**config.mk**
```make
export PLATFORM = sky130hd
export DESIGN_NAME = control_unit
export DESIGN_NICKNAME = d
export VERILOG_FILES = /design/src/rtl/control_unit.sv
export SDC_FILE = /design/constraint.sdc
export NUM_CORES = 1
export LEC_CHECK = 0
export ABC_AREA = 0
export CAP_MARGIN = 0
export CELL_PAD_IN_SITES_DETAIL_PLACEMENT = 0
export CELL_PAD_IN_SITES_GLOBAL_PLACEMENT = 1
export CORE_ASPECT_RATIO = 0.7
export CORE_UTILIZATION = 27
export CTS_BUF_LIST = sky130_fd_sc_hd__clkbuf_2
export DETAILED_ROUTE_END_ITERATION = 6
export PLACE_DENSITY = 0.95
export SLEW_MARGIN = 20
export SYNTH_ARGS = -nofsm -noshare
export SYNTH_HDL_FRONTEND = slang
export SYNTH_SLANG_ARGS = --single-unit
```
**constraint.sdc**
```tcl
create_clock -name clock -period 6.06 [get_ports clock]
set_input_delay 1.515 -clock clock [delete_from_list [all_inputs] [get_ports clock]]
set_output_delay 1.515 -clock clock [all_outputs]
set_load 0.05 [all_outputs]
```
**src/rtl/control_unit.sv**
```systemverilog
// Hardwired control sequencer: steps RESET/T0-T7/PAUSE/HALT and
// decodes IR[31:27] into the Moore datapath strobes.
// Ports: clock, clear (async active-low), IR, CON_FF, stop -> run + strobes.
module control_unit (
  input  logic        clock,
  input  logic        clear,
  input  logic [31:0] IR,
  input  logic        CON_FF,
  input  logic        stop,
  output logic        run,
  output logic        PCout,
  output logic        PCin,
  output logic        IncPC,
  output logic        MARin,
  output logic        MDRin,
  output logic        MDRout,
  output logic        MD_read,
  output logic        Read,
  output logic        Write,
  output logic        IRin,
  output logic        Yin,
  output logic        Zlowin,
  output logic        Zhighin,
  output logic        Zlowout,
  output logic        Gra,
  output logic        Grb,
  output logic        Grc,
  output logic        Rin,
  output logic        Rout,
  output logic        BAout,
  output logic        Csignout,
  output logic        CONin,
  output logic        ADD,
  output logic        SUB,
  output logic        AND,
  output logic        OR
);

  typedef enum logic [3:0] {
    S_RESET, S_T0, S_T1, S_T2, S_T3, S_T4,
    S_T5, S_T6, S_T7, S_PAUSE, S_HALT
  } state_e;

  state_e state_q, state_d, last_t, to_t0;

  logic [4:0] opc;
  logic is_ld, is_ldi, is_st, is_alu, is_imm;
  logic is_br, is_jr, is_halt;
  logic op_add, op_sub, op_and, op_or;
  logic unused_ir;

  assign opc       = IR[31:27];
  assign unused_ir = ^IR[26:0];

  assign is_ld   = (opc == 5'b00000);
  assign is_ldi  = (opc == 5'b00001);
  assign is_st   = (opc == 5'b00010);
  assign is_alu  = (opc >= 5'b00011) && (opc <= 5'b00110);
  assign is_imm  = (opc >= 5'b01100) && (opc <= 5'b01110);
  assign is_br   = (opc == 5'b10010);
  assign is_jr   = (opc == 5'b10011);
  assign is_halt = (opc == 5'b11011);

  assign op_add = (opc == 5'b00011) || (opc == 5'b01100);
  assign op_sub = (opc == 5'b00100);
  assign op_and = (opc == 5'b00101) || (opc == 5'b01101);
  assign op_or  = (opc == 5'b00110) || (opc == 5'b01110);

  // Final state of each opcode; nop/undefined finish at T2.
  always_comb begin
    last_t = S_T2;
    unique case (1'b1)
      is_ld, is_st:            last_t = S_T7;
      is_ldi, is_alu, is_imm:  last_t = S_T5;
      is_br:                   last_t = S_T6;
      is_jr:                   last_t = S_T3;
      default:                 last_t = S_T2;
    endcase
  end

  // Every return to T0 is diverted to PAUSE while stop is held.
  assign to_t0 = stop ? S_PAUSE : S_T0;

  always_ff @(posedge clock or negedge clear) begin
    if (!clear) state_q <= S_RESET;
    else        state_q <= state_d;
  end

  always_comb begin
    state_d = state_q;
    unique case (state_q)
      S_RESET: state_d = S_T0;
      S_PAUSE: state_d = stop ? S_PAUSE : S_T0;
      S_HALT:  state_d = S_HALT;
      S_T0:    state_d = S_T1;
      S_T1:    state_d = S_T2;
      S_T2: begin
        if (is_halt)             state_d = S_HALT;
        else if (last_t == S_T2) state_d = to_t0;
        else                     state_d = S_T3;
      end
      default: begin
        if (state_q == last_t) state_d = to_t0;
        else state_d = state_e'(state_q + 4'd1);
      end
    endcase
  end

  always_comb begin
    run = 1'b0;
    PCout = 1'b0; PCin = 1'b0; IncPC = 1'b0;
    MARin = 1'b0; MDRin = 1'b0; MDRout = 1'b0;
    MD_read = 1'b0; Read = 1'b0; Write = 1'b0;
    IRin = 1'b0; Yin = 1'b0; Zlowin = 1'b0;
    Zhighin = 1'b0; Zlowout = 1'b0;
    Gra = 1'b0; Grb = 1'b0; Grc = 1'b0;
    Rin = 1'b0; Rout = 1'b0; BAout = 1'b0;
    Csignout = 1'b0; CONin = 1'b0;
    ADD = 1'b0; SUB = 1'b0; AND = 1'b0; OR = 1'b0;
    unique case (state_q)
      S_T0: begin
        run = 1'b1;
        PCout = 1'b1; MARin = 1'b1;
        IncPC = 1'b1; Zlowin = 1'b1;
      end
      S_T1: begin
        run = 1'b1;
        Zlowout = 1'b1; PCin = 1'b1;
        Read = 1'b1; MD_read = 1'b1; MDRin = 1'b1;
      end
      S_T2: begin
        run = 1'b1;
        MDRout = 1'b1; IRin = 1'b1;
      end
      S_T3: begin
        run = 1'b1;
        unique case (1'b1)
          is_ld, is_ldi, is_st: begin
            Grb = 1'b1; BAout = 1'b1; Yin = 1'b1;
          end
          is_alu, is_imm: begin
            Grb = 1'b1; Rout = 1'b1; Yin = 1'b1;
          end
          is_br: begin
            Gra = 1'b1; Rout = 1'b1; CONin = 1'b1;
          end
          is_jr: begin
            Gra = 1'b1; Rout = 1'b1; PCin = 1'b1;
          end
          default: ;
        endcase
      end
      S_T4: begin
        run = 1'b1;
        unique case (1'b1)
          is_ld, is_ldi, is_st: begin
            Csignout = 1'b1; ADD = 1'b1; Zlowin = 1'b1;
          end
          is_alu, is_imm: begin
            Grc = is_alu; Rout = is_alu;
            Csignout = is_imm;
            ADD = op_add; SUB = op_sub;
            AND = op_and; OR = op_or;
            Zlowin = 1'b1;
          end
          is_br: begin
            PCout = 1'b1; Yin = 1'b1;
          end
          default: ;
        endcase
      end
      S_T5: begin
        run = 1'b1;
        unique case (1'b1)
          is_ld, is_st: begin
            Zlowout = 1'b1; MARin = 1'b1;
          end
          is_ldi, is_alu, is_imm: begin
            Zlowout = 1'b1; Gra = 1'b1; Rin = 1'b1;
          end
          is_br: begin
            Csignout = 1'b1; ADD = 1'b1; Zlowin = 1'b1;
          end
          default: ;
        endcase
      end
      S_T6: begin
        run = 1'b1;
        unique case (1'b1)
          is_ld: begin
            Read = 1'b1; MD_read = 1'b1; MDRin = 1'b1;
          end
          is_st: begin
            Gra = 1'b1; Rout = 1'b1; MDRin = 1'b1;
          end
          is_br: begin
            Zlowout = 1'b1; PCin = CON_FF;
          end
          default: ;
        endcase
      end
      S_T7: begin
        run = 1'b1;
        unique case (1'b1)
          is_ld: begin
            MDRout = 1'b1; Gra = 1'b1; Rin = 1'b1;
          end
          is_st:   Write = 1'b1;
          default: ;
        endcase
      end
      default: ;
    endcase
  end

endmodule

```
==> results of run 1 <==
routing by layer:
metal	GRT usage [%]	vias to the layer above	share of wire, %
met5	0	-	0
met4	0.926	0	0
met3	2.29	0	7.0
met2	24.4	42	41
met1	25.3	550	52
li1	-	572	-
cell usage after synthesis, types with 2 or more instances:
cell type	count	area [um^2]
sky130_fd_sc_hd__o22ai_1	2	12.5
sky130_fd_sc_hd__inv_1	6	22.5
sky130_fd_sc_hd__nand3_1	6	30.0
sky130_fd_sc_hd__nand2b_1	2	12.5
sky130_fd_sc_hd__buf_4	3	22.5
sky130_fd_sc_hd__xnor2_1	6	52.6
sky130_fd_sc_hd__o31ai_1	2	15.0
sky130_fd_sc_hd__buf_6	4	45.0
sky130_fd_sc_hd__ha_1	4	50.1
sky130_fd_sc_hd__buf_2	3	15.0
sky130_fd_sc_hd__nor3_1	5	25.0
sky130_fd_sc_hd__nand3b_1	2	15.0
sky130_fd_sc_hd__nor3b_1	2	15.0
sky130_fd_sc_hd__nand2_1	9	33.8
sky130_fd_sc_hd__a21oi_1	7	35.0
sky130_fd_sc_hd__a211oi_1	2	15.0
sky130_fd_sc_hd__nor2b_1	5	31.3
sky130_fd_sc_hd__o21ai_0	5	25.0
sky130_fd_sc_hd__dfrtp_1	4	100
sky130_fd_sc_hd__a22o_1	2	17.5
sky130_fd_sc_hd__clkbuf_1	6	22.5
sky130_fd_sc_hd__and3_1	6	37.5
sky130_fd_sc_hd__o311ai_0	2	17.5
sky130_fd_sc_hd__nor2_1	13	48.8
sky130_fd_sc_hd__o211ai_1	2	15.0
sky130_fd_sc_hd__o21bai_1	3	22.5
placed cells by master (no fill, tap or decap), types with 3 or more instances in the layout:
cell type	instances
sky130_fd_sc_hd__clkdlybuf4s50_1	32
sky130_fd_sc_hd__nor2_1	13
sky130_fd_sc_hd__nand2_1	9
sky130_fd_sc_hd__buf_4	8
sky130_fd_sc_hd__a21oi_1	7
sky130_fd_sc_hd__inv_1	6
sky130_fd_sc_hd__and3_1	6
sky130_fd_sc_hd__nand3_1	6
sky130_fd_sc_hd__xnor2_1	6
sky130_fd_sc_hd__nor2b_1	5
sky130_fd_sc_hd__nor3_1	5
sky130_fd_sc_hd__o21ai_0	5
sky130_fd_sc_hd__ha_1	4
sky130_fd_sc_hd__dfrtp_1	4
sky130_fd_sc_hd__o21bai_1	3
sky130_fd_sc_hd__clkbuf_2	3
power by group:
part	internal [mW]	switching, mW	leakage (nW)
Combinational	0.180	0.312	0.457
Sequential	0.0409	0.0343	0.0484
Clock	0.0133	0.0101	0.0125
Total	0.234	0.356	0.518
worst register-to-register path, cell delays in order (launching register included):
cell                      delay, ns
sky130_fd_sc_hd__dfrtp_1       0.41
sky130_fd_sc_hd__inv_1         0.13
sky130_fd_sc_hd__ha_1          0.36
sky130_fd_sc_hd__nor2_1        0.11
sky130_fd_sc_hd__a21oi_1       0.32
sky130_fd_sc_hd__a41oi_2       0.12
sky130_fd_sc_hd__a221o_1       0.38
cells by family after synthesis:
kind of cell / synth area share [%]
other: 0.368
XOR/XNOR: 6.01
AND/OR/NAND/NOR: 35.2
flip-flops: 9.82
AO/OA/AOI/OAI: 29.8
buffers and inverters: 12.9
multiplexers: 0.982
adder cells (fa/ha/maj): 4.91
stage by stage:
stage | total power, mW | hold slack, ns | instances | util (%)
after floorplan | 0.442 | 0.499 | 143 | -
final | 0.590 | 0.537 | 220 | 38.6
after detailed placement | 0.565 | 0.538 | 217 | 38.2
after global routing | 0.638 | 0.583 | 220 | 38.6
after CTS | 0.592 | 0.544 | 220 | 38.6
after global placement | 0.561 | 0.524 | 217 | 38.2
layout make-up:
class,count,area [um^2],area share [%]
multi-input combinational,116,788,57.4
inverter,7,26.3,1.91
sequential,4,100,7.29
clock buffer,3,15.0,1.09
tap,50,62.6,4.56
timing repair buffer,40,380,27.7
path summary, 6_finish.rpt:
kind                                 start    endpoint  slack [ns]  depth (start not counted)
worst max register to register  state_q[0]  state_q[1]        4.12                          6
worst min-delay path            state_q[0]  state_q[0]        0.54                          1
min in group asynchronous            clear  state_q[1]        1.51                          1
worst min register to register  state_q[0]  state_q[0]        0.54                          1
max in group asynchronous            clear  state_q[3]        4.39                          1
worst max-delay path                IR[28]      Zlowin        0.54                          7
==> results.rst, run 1 <==
.. list-table::
   :header-rows: 1

   * - Metric
     - Value
   * - Synth Warn #
     - 0
   * - Core Area
     - 3560 um^2
   * - Number of pins exceeding their max-slew limit in the final report
     - 0
   * - Slew margin rel.
     - 65.2%
   * - Peak Freq
     - 0.181 GHz
   * - CP delay by family, top
     - buffers and inverters
   * - Worst-case clock buffer depth
     - 2
   * - Critical Path Most Common Cell
     - sky130_fd_sc_hd__clkdlybuf4s50_1
   * - Vias per cell
     - 5.29
   * - Critical setup path kind
     - input pin to primary output
   * - Global-route wire length before repair
     - 5040 um
   * - Final #Nets
     - 212
   * - Sequential area share after synthesis
     - 9.82%
   * - Initial DRC Count
     - 103
   * - Clock tree from TritonCTS
     - built
   * - Syn avg cell area
     - 7.13 um^2
   * - Synthesis-stage register bit count
     - 4
   * - Area of placed instances
     - 1360 um^2
   * - Number of nets with antenna violations after detailed routing
     - 0
   * - CP Cell Sequence
     - clkdlybuf4s50_1, buf_4, nor2b_1, and3_1, nand3_1, o311ai_0, clkdlybuf4s50_1
   * - Y dimension of the die
     - 53.4 um
   * - Setup TNS
     - 0 ns
   * - Number of buffers added by the clock tree synthesis step
     - 3
   * - Post-Place Setup Slack
     - 0.599 ns
   * - Highest ir drop seen on vdd
     - 348 uV
   * - WL/cell
     - 13.8 um
   * - Number of buffer and inverter stages on the critical path
     - 3
   * - DP Wirelength
     - 2340 um
   * - Largest reg by FF count
     - state_q
   * - Maxcap violations
     - 0
   * - Clock slew seen by the registers of the worst setup and hold paths
     - 0.04 ns
   * - Req. time, crit path
     - 4.55 ns
   * - Flip-flop count of the largest register, all copies and words added
     - 4
   * - Slowest cell delay on critical path
     - 0.87 ns
   * - Number of instances in the synthesized netlist
     - 143
   * - Final count of hold timing violations
     - 0
   * - Min setup slack post-route
     - 0.536 ns
   * - Library cells used by synthesis
     - 56
   * - Synth Cell Area
     - 1020 um^2
   * - Area growth syn-to-layout
     - 34.6%
   * - Maximum level of the CTS H-tree
     - 1
   * - Synth async-reset ratio
     - 100%
   * - Clock root buffer master
     - sky130_fd_sc_hd__clkbuf_2
   * - Quantity of gates resized following cts
     - 0
   * - Leak Pwr
     - 0.518 nW
   * - Count of flip-flops with a built-in enable after synthesis
     - 0
   * - Number of core rows
     - 18
   * - Largest net degree at the start of global routing
     - 18
   * - Syn_nets
     - 183
   * - Outcome
     - finished, final reports clean
   * - RSZ-0062 raised after global routing
     - false
   * - Top_reg_cell synth
     - sky130_fd_sc_hd__dfrtp_1
   * - Ports placed on the boundary
     - 63
   * - Via count of the routed design
     - 1164
   * - Number of port buffers
     - 34
   * - Post-route design area
     - 1370 um^2
   * - Arrival @ worst endpoint
     - 4.01 ns
   * - GRT Residual Overflow
     - 0
   * - # diodes
     - 0
   * - Count of hold-fix buffers inserted at cts
     - 0
   * - Setup Buffers After CTS
     - 0
   * - Power Dens Cells
     - 430 nW/um^2
   * - Total Routed Length
     - 3030 um
   * - Clock Latency Late Sink
     - 0.20 ns
   * - Fill cell total of the finished layout
     - 403
   * - Via count of the first global-routing pass
     - 1054
   * - Class of the tightest hold or removal check
     - flop to flop
   * - Final critical path time including I/O delays and setup
     - 5.52 ns
   * - Starting utilization of the core area
     - 28.7%
   * - Die X-Extent
     - 75.5 um
   * - Largest fanout of any net on the critical path
     - 7
   * - DIE AREA
     - 4030 um^2
   * - GR Util All Layers
     - 16.4%
   * - Least-Margin Pin Slew
     - 0.521 ns
   * - DRC
     - 0
   * - Antenna violations before repair
     - 0
   * - Sort of element at the start of the critical path
     - input pin
   * - Number of optimization iterations in the first detailed-route pass
     - 4
   * - Ratio of cells with drive above 1 in the final layout
     - 13.5%
   * - Post-route fraction of the period consumed by the critical path
     - 91.2%
   * - Worst setup skew after layout
     - 0.00169 ns
   * - Setup-violating endpoint count in the final report
     - 0
   * - Kind of capture point of the worst setup path
     - primary output
   * - Weighted congestion reported at the end of routability-driven placement
     - 0.860
   * - Clk sink count
     - 4
   * - Critical-path cell with the highest stage delay
     - sky130_fd_sc_hd__clkdlybuf4s50_1
   * - Largest regs
     - state_q: 4 flops
Power figures use the tool's default switching activity.
==> run 2: changes to the inputs <==
--- a/config.mk
+++ b/config.mk
@@ -15,5 +15,5 @@
 export DETAILED_ROUTE_END_ITERATION = 6
 export PLACE_DENSITY = 0.95
-export SLEW_MARGIN = 20
+export SLEW_MARGIN = 5
 export SYNTH_ARGS = -nofsm -noshare
 export SYNTH_HDL_FRONTEND = slang
==> constraint.sdc (replaced) <==
create_clock -name clock -period 6.06 [get_ports clock]
set_input_delay 0.606 -clock clock [delete_from_list [all_inputs] [get_ports clock]]
set_output_delay 0.606 -clock clock [all_outputs]
set_load 0.05 [all_outputs]
==> results.rst, run 2 (same netlist as run 1, synthesis figures left out) <==
.. list-table::
   :header-rows: 1

   * - Metric
     - Value
   * - Hold EP
     - state_q[0] (unchanged)
   * - Sort of element at the start of the critical path
     - input pin (unchanged)
   * - Min setup slack post-route
     - 2.05 ns (was 0.536 ns)
   * - Via count of the first global-routing pass
     - 1018 (was 1054)
   * - Core Area
     - 3560 um^2 (unchanged)
   * - Final #Nets
     - 206 (was 212)
   * - Arrival @ worst endpoint
     - 3.41 ns (was 4.01 ns)
   * - Y dimension of the die
     - 53.4 um (unchanged)
   * - DRC
     - 0 (unchanged)
   * - Post-route design area
     - 1330 um^2 (was 1370 um^2)
   * - Number of pins exceeding their max-slew limit in the final report
     - 0 (unchanged)
   * - GR Util All Layers
     - 15.2% (was 16.4%)
   * - Total Routed Length
     - 2880 um (was 3030 um)
   * - Number of buffers added by the clock tree synthesis step
     - 3 (unchanged)
   * - Final critical path time including I/O delays and setup
     - 4.01 ns (was 5.52 ns)
   * - Ratio of cells with drive above 1 in the final layout
     - 9.15% (was 13.5%)
   * - Ports placed on the boundary
     - 63 (unchanged)
   * - Setup Buffers After CTS
     - 0 (unchanged)
   * - Clock tree from TritonCTS
     - built (unchanged)
   * - Vias per cell
     - 5.21 (was 5.29)
   * - Largest net degree at the start of global routing
     - 27 (was 18)
   * - Largest fanout of any net on the critical path
     - 26 (was 7)
   * - RR Endpoint
     - state_q[1] (unchanged)
   * - Power Dens Cells
     - 441 nW/um^2 (was 430 nW/um^2)
   * - Global-route wire length before repair
     - 4680 um (was 5040 um)
   * - Peak Freq
     - 0.249 GHz (was 0.181 GHz)
   * - Die X-Extent
     - 75.5 um (unchanged)
   * - Post-Place Setup Slack
     - 2.06 ns (was 0.599 ns)
   * - Count of hold-fix buffers inserted at cts
     - 0 (unchanged)
   * - Highest ir drop seen on vdd
     - 293 uV (was 348 uV)
   * - Number of core rows
     - 18 (unchanged)
   * - Worst setup skew after layout
     - 0.00352 ns (was 0.00169 ns)
   * - Final count of hold timing violations
     - 0 (unchanged)
   * - DIE AREA
     - 4030 um^2 (unchanged)
   * - Starting utilization of the core area
     - 28.7% (unchanged)
   * - Outcome
     - finished, final reports clean (unchanged)
   * - Fin Hold WS
     - 0.556 ns (was 0.537 ns)
   * - Critical setup path kind
     - input pin to primary output (unchanged)
   * - Maximum level of the CTS H-tree
     - 1 (unchanged)
   * - Post-route fraction of the period consumed by the critical path
     - 66.2% (was 91.2%)
   * - Kind of capture point of the worst setup path
     - primary output (unchanged)
   * - RSZ-0062 raised after global routing
     - false (unchanged)
   * - Depth of the worst register-to-register path
     - 6 (unchanged)
   * - GRT Residual Overflow
     - 0 (unchanged)
   * - Antenna violations before repair
     - 0 (unchanged)
   * - Setup slack of the most critical reg-to-reg path
     - 4.12 ns (about the same)
   * - Commonest non-fill, non-tap cell in the layout
     - sky130_fd_sc_hd__clkdlybuf4s50_1 (unchanged)
   * - Number of nets with antenna violations after detailed routing
     - 0 (unchanged)
   * - Clock root buffer master
     - sky130_fd_sc_hd__clkbuf_2 (unchanged)
   * - Setup TNS
     - 0 ns (unchanged)
   * - Via count of the routed design
     - 1115 (was 1164)
   * - Class of the tightest hold or removal check
     - flop to flop (unchanged)
   * - Slew margin rel.
     - 39.8% (was 65.2%)
   * - Quantity of gates resized following cts
     - 0 (unchanged)
   * - Clock Latency Late Sink
     - 0.20 ns (about the same)
   * - Number of port buffers
     - 34 (unchanged)
   * - Worst-case clock buffer depth
     - 2 (unchanged)
   * - Overall power of the completed layout
     - 0.588 mW (was 0.590 mW)
   * - Largest regs
     - state_q: 4 flops (unchanged)
   * - DP Wirelength
     - 2180 um (was 2340 um)
   * - Worst Min Path Start
     - state_q[0] (unchanged)
   * - Req. time, crit path
     - 5.45 ns (was 4.55 ns)
   * - Initial DRC Count
     - 58 (was 103)
   * - Clock slew seen by the registers of the worst setup and hold paths
     - 0.04 ns (about the same)
   * - Crit Reg-Reg Startpoint
     - state_q[0] (unchanged)
   * - Number of optimization iterations in the first detailed-route pass
     - 4 (unchanged)
   * - Area growth syn-to-layout
     - 30.7% (was 34.6%)
   * - Most frequent cells in the layout
     - sky130_fd_sc_hd__clkdlybuf4s50_1, sky130_fd_sc_hd__nor2_1, sky130_fd_sc_hd__nand2_1 (unchanged)
   * - Setup-violating endpoint count in the final report
     - 0 (unchanged)
   * - # diodes
     - 0 (unchanged)
   * - Least-Margin Pin Slew
     - 0.901 ns (was 0.521 ns)
   * - Largest reg by FF count
     - state_q (unchanged)
   * - Flip-flop count of the largest register, all copies and words added
     - 4 (unchanged)
   * - WL/cell
     - 13.5 um (was 13.8 um)
   * - Clk sink count
     - 4 (unchanged)
   * - Leak Pwr
     - 0.486 nW (was 0.518 nW)
   * - Hold path depth
     - 1 (unchanged)
   * - Maxcap violations
     - 0 (unchanged)
   * - Area of placed instances
     - 1320 um^2 (was 1360 um^2)
   * - Weighted congestion reported at the end of routability-driven placement
     - 0.848 (was 0.860)
## run 2: power breakdown
| part | internal (mW) | switching, mW |
|---|---|---|
| combinational | 0.179 | 0.309 |
| sequential | 0.0409 | 0.0358 |
| clock | 0.0133 | 0.0104 |
## run 2: cell type report
type                       count  area [um^2]
sequential                     4          100
timing repair buffer          34          340
multi-input combinational    116          788
inverter                       7         26.3
tap                           50         62.6
clock buffer                   3         15.0
fill                         407         2230
## run 2: per-layer routing
layer	routed length [um]	global-route usage [%]	part of all wire, %	vias to the layer above
li1	-	-	-	563
met1	1530	23.2	53	519
met2	1180	21.7	41	33
met3	172	3.05	6.0	0
met4	0	2.16	0	0
met5	0	0	0	-
## run 2: worst max path at each step
stage | slack [ns] | to | startpoint | depth (start not counted)
6_report | 2.05 | MD_read | IR[31] | 6
5_1_grt | 1.91 | MD_read | IR[31] | 6
4_1_cts | 2.05 | MD_read | IR[31] | 6
3_5_place_dp | 2.06 | MD_read | IR[31] | 6
3_3_place_gp | 2.08 | Read | IR[31] | 6
2_1_floorplan | 2.42 | Zlowin | IR[30] | 4
## run 2: per-stage QoR
stage,cells,util (%)
after floorplan,143,-
after global placement,211,37.0
after detailed placement,211,37.0
after CTS,214,37.4
after global routing,214,37.4
final,214,37.4
## run 2: worst max-delay path: stages
cell                              delay (ns)
sky130_fd_sc_hd__clkdlybuf4s50_1        0.88
sky130_fd_sc_hd__nor4_2                 0.59
sky130_fd_sc_hd__nand3_1                0.16
sky130_fd_sc_hd__o21a_1                 0.20
sky130_fd_sc_hd__nor2_1                 0.13
sky130_fd_sc_hd__clkdlybuf4s50_1        0.83
==> run 3: changes to the inputs <==
Settings changed: CORE_UTILIZATION 27 to 25, PLACE_DENSITY 0.95 to 0.93.
Clock period 6.06 ns to 3.7 ns, I/O delays scaled along.
==> results.rst, run 3 (same netlist as run 1, synthesis figures left out) <==
.. list-table::
   :header-rows: 1

   * - Metric
     - Value
   * - Largest reg by FF count
     - state_q (unchanged)
   * - Area growth syn-to-layout
     - 34.8% (was 30.7%)
   * - Power Dens Cells
     - 708 nW/um^2 (was 441 nW/um^2)
   * - Number of port buffers
     - 34 (unchanged)
   * - Total Routed Length
     - 2980 um (was 2880 um)
   * - Maximum level of the CTS H-tree
     - 1 (unchanged)
   * - Number of pins exceeding their max-slew limit in the final report
     - 0 (unchanged)
   * - Ratio of cells with drive above 1 in the final layout
     - 13.5% (was 9.15%)
   * - Maxcap violations
     - 0 (unchanged)
   * - Fill cell total of the finished layout
     - 410 (was 407)
   * - Crit Reg-Reg Startpoint
     - state_q[0] (unchanged)
   * - Switch share
     - 60.1% (was 60.3%)
   * - Req. time, crit path
     - 3.33 ns (was 5.45 ns)
   * - Switching power
     - 0.585 mW (was 0.355 mW)
   * - Worst setup skew after layout
     - 0.00613 ns (was 0.00352 ns)
   * - Clock root buffer master
     - sky130_fd_sc_hd__clkbuf_2 (unchanged)
   * - Post-route design area
     - 1380 um^2 (was 1330 um^2)
   * - Count of hold-fix buffers inserted at cts
     - 0 (unchanged)
   * - Setup-violating endpoint count in the final report
     - 0 (unchanged)
   * - CP Cell Sequence
     - inv_1, ha_1, nand3b_1, or3_1, a21oi_1, a211oi_1, o22ai_1, clkdlybuf4s50_1 (was clkdlybuf4s50_1, nor4_2, nand3_1, o21a_1, nor2_1, clkdlybuf4s50_1)
   * - Most frequent cells in the layout
     - sky130_fd_sc_hd__clkdlybuf4s50_1, sky130_fd_sc_hd__nor2_1, sky130_fd_sc_hd__nand2_1 (unchanged)
   * - Kind of capture point of the worst setup path
     - primary output (unchanged)
   * - Number of buffers added by the clock tree synthesis step
     - 3 (unchanged)
   * - Via count of the first global-routing pass
     - 1064 (was 1018)
   * - Setup TNS
     - 0 ns (unchanged)
   * - Core Area
     - 3920 um^2 (was 3560 um^2)
   * - GR Util All Layers
     - 14.4% (was 15.2%)
   * - Number of nets with antenna violations after detailed routing
     - 0 (unchanged)
   * - DP Wirelength
     - 2360 um (was 2180 um)
   * - Critical setup path kind
     - flop to primary output (was input pin to primary output)
   * - Largest net degree at the start of global routing
     - 18 (was 27)
   * - Sequential power share
     - 11.4% (was 13.0%)
   * - Sort of element at the start of the critical path
     - flop (was input pin)
   * - Outcome
     - finished, final reports clean (unchanged)
   * - DIE AREA
     - 4340 um^2 (was 4030 um^2)
   * - # diodes
     - 0 (unchanged)
   * - Clk sink count
     - 4 (unchanged)
   * - Setup Buffers After CTS
     - 0 (unchanged)
   * - Starting utilization of the core area
     - 26.0% (was 28.7%)
   * - Min setup slack post-route
     - 0.347 ns (was 2.05 ns)
   * - Global-route wire length before repair
     - 5070 um (was 4680 um)
   * - Largest fanout of any net on the critical path
     - 9 (was 26)
   * - Initial DRC Count
     - 108 (was 58)
   * - Combinational fraction of design power
     - 84.7% (was 82.9%)
   * - Flip-flop count of the largest register, all copies and words added
     - 4 (unchanged)
   * - Clock Latency Late Sink
     - 0.20 ns (about the same)
   * - Via count of the routed design
     - 1166 (was 1115)
   * - Clock slew seen by the registers of the worst setup and hold paths
     - 0.05 ns (was 0.04 ns)
   * - Area of placed instances
     - 1360 um^2 (was 1320 um^2)
   * - Least-Margin Pin Slew
     - 0.539 ns (was 0.901 ns)
   * - Clock power frac
     - 3.9% (was 4.0%)
   * - Number of core rows
     - 19 (was 18)
   * - Final core utilization
     - 35.1% (was 37.4%)
   * - Slew margin rel.
     - 63.9% (was 39.8%)
   * - DRC
     - 0 (unchanged)
   * - Final #Nets
     - 212 (was 206)
   * - Arrival @ worst endpoint
     - 2.98 ns (was 3.41 ns)
   * - Ports placed on the boundary
     - 63 (unchanged)
   * - Commonest non-fill, non-tap cell in the layout
     - sky130_fd_sc_hd__clkdlybuf4s50_1 (unchanged)
   * - Post-Place Setup Slack
     - 0.580 ns (was 2.06 ns)
   * - Worst-case clock buffer depth
     - 2 (unchanged)
   * - WL/cell
     - 13.4 um (was 13.5 um)
   * - Highest ir drop seen on vdd
     - 525 uV (was 293 uV)
   * - Leak Pwr
     - 0.519 nW (was 0.486 nW)
   * - Antenna violations before repair
     - 0 (unchanged)
   * - GRT Residual Overflow
     - 0 (unchanged)
   * - Final critical path time including I/O delays and setup
     - 3.35 ns
   * - Quantity of gates resized following cts
     - 0 (unchanged)
   * - Number of optimization iterations in the first detailed-route pass
     - 4 (unchanged)
   * - Largest regs
     - state_q: 4 flops (unchanged)
   * - Slowest cell delay on critical path
     - 0.83 ns (was 0.88 ns)
   * - Internal Power
     - 0.389 mW (was 0.233 mW)
   * - Startpoint of the most critical setup path
     - state_q[1] (was IR[31])
   * - Die X-Extent
     - 78.3 um (was 75.5 um)
   * - Critical-path cell with the highest stage delay
     - sky130_fd_sc_hd__clkdlybuf4s50_1 (unchanged)
   * - Overall power of the completed layout
     - 0.973 mW (was 0.588 mW)
   * - Final count of hold timing violations
     - 0 (unchanged)
   * - Post-route fraction of the period consumed by the critical path
     - 90.6%
   * - Vias per cell
     - 5.25 (was 5.21)
   * - Class of the tightest hold or removal check
     - input pin to async pin (was flop to flop)
   * - Y dimension of the die
     - 55.4 um (was 53.4 um)
   * - Clock tree from TritonCTS
     - built (unchanged)
   * - RSZ-0062 raised after global routing
     - false (unchanged)
   * - Weighted congestion reported at the end of routability-driven placement
     - 0.853 (was 0.848)
   * - Peak Freq
     - 0.298 GHz
## run 3: changes by cell type in the layout (fill, tap and decap cells not counted)
cell                              delta
sky130_fd_sc_hd__buf_4               +8
sky130_fd_sc_hd__clkdlybuf4s50_1     -2
## run 3: power groups by stage
stage          clock (mW)  combinational [mW]  sequential [mW]
2_1_floorplan           0               0.642           0.0816
3_3_place_gp            0               0.821            0.112
3_5_place_dp            0               0.820            0.112
4_1_cts            0.0405               0.826            0.111
5_1_grt            0.0433               0.887            0.119
6_report           0.0384               0.824            0.111
## run 3: path summary, 6_finish.rpt
| kind | to | depth (start not counted) | slack, ns |
|---|---|---|---|
| max in group asynchronous | state_q[1] | 1 | 3.16 |
| setup / recovery | Rout | 8 | 0.35 |
| hold reg to reg | state_q[0] | 1 | 0.58 |
| hold / removal | state_q[0] | 1 | 0.37 |
| min in group clock | state_q[0] | 1 | 0.58 |
| setup reg to reg | state_q[1] | 6 | 1.76 |
## run 3: per-layer routing
metal  share of wire, %  up-vias  global-route usage [%]
met5                  0        -                       0
met4               0.44        0                    4.23
met3                6.0        2                    1.65
met2                 41       41                    20.6
met1                 52      550                    22.2
li1                   -      573                       -
## run 3: cell type report
class	count	area [um^2]	area share, %
flip-flops and latches	4	100	7.28
inverters	7	26.3	1.91
clock buffers	3	15.0	1.09
well taps	52	65.1	4.73
multi-input cells	116	788	57.3
repair buffers	40	380	27.7
## run 3: metrics by stage
stage	hold WS, ns	instances
after floorplan	0.0744	143
after global placement	0.544	219
after detailed placement	0.574	219
after CTS	0.362	222
after global routing	0.357	222
final	0.368	222
## run 3: worst max-delay path, delay by kind of cell (launching register included)
kind / cells / cell delay [ns]
AO/OA/AOI/OAI: 3 / 0.43
adder cells (fa/ha/maj): 1 / 0.27
buffers and inverters: 2 / 0.93
flip-flops: 1 / 0.43
AND/OR/NAND/NOR: 2 / 0.73
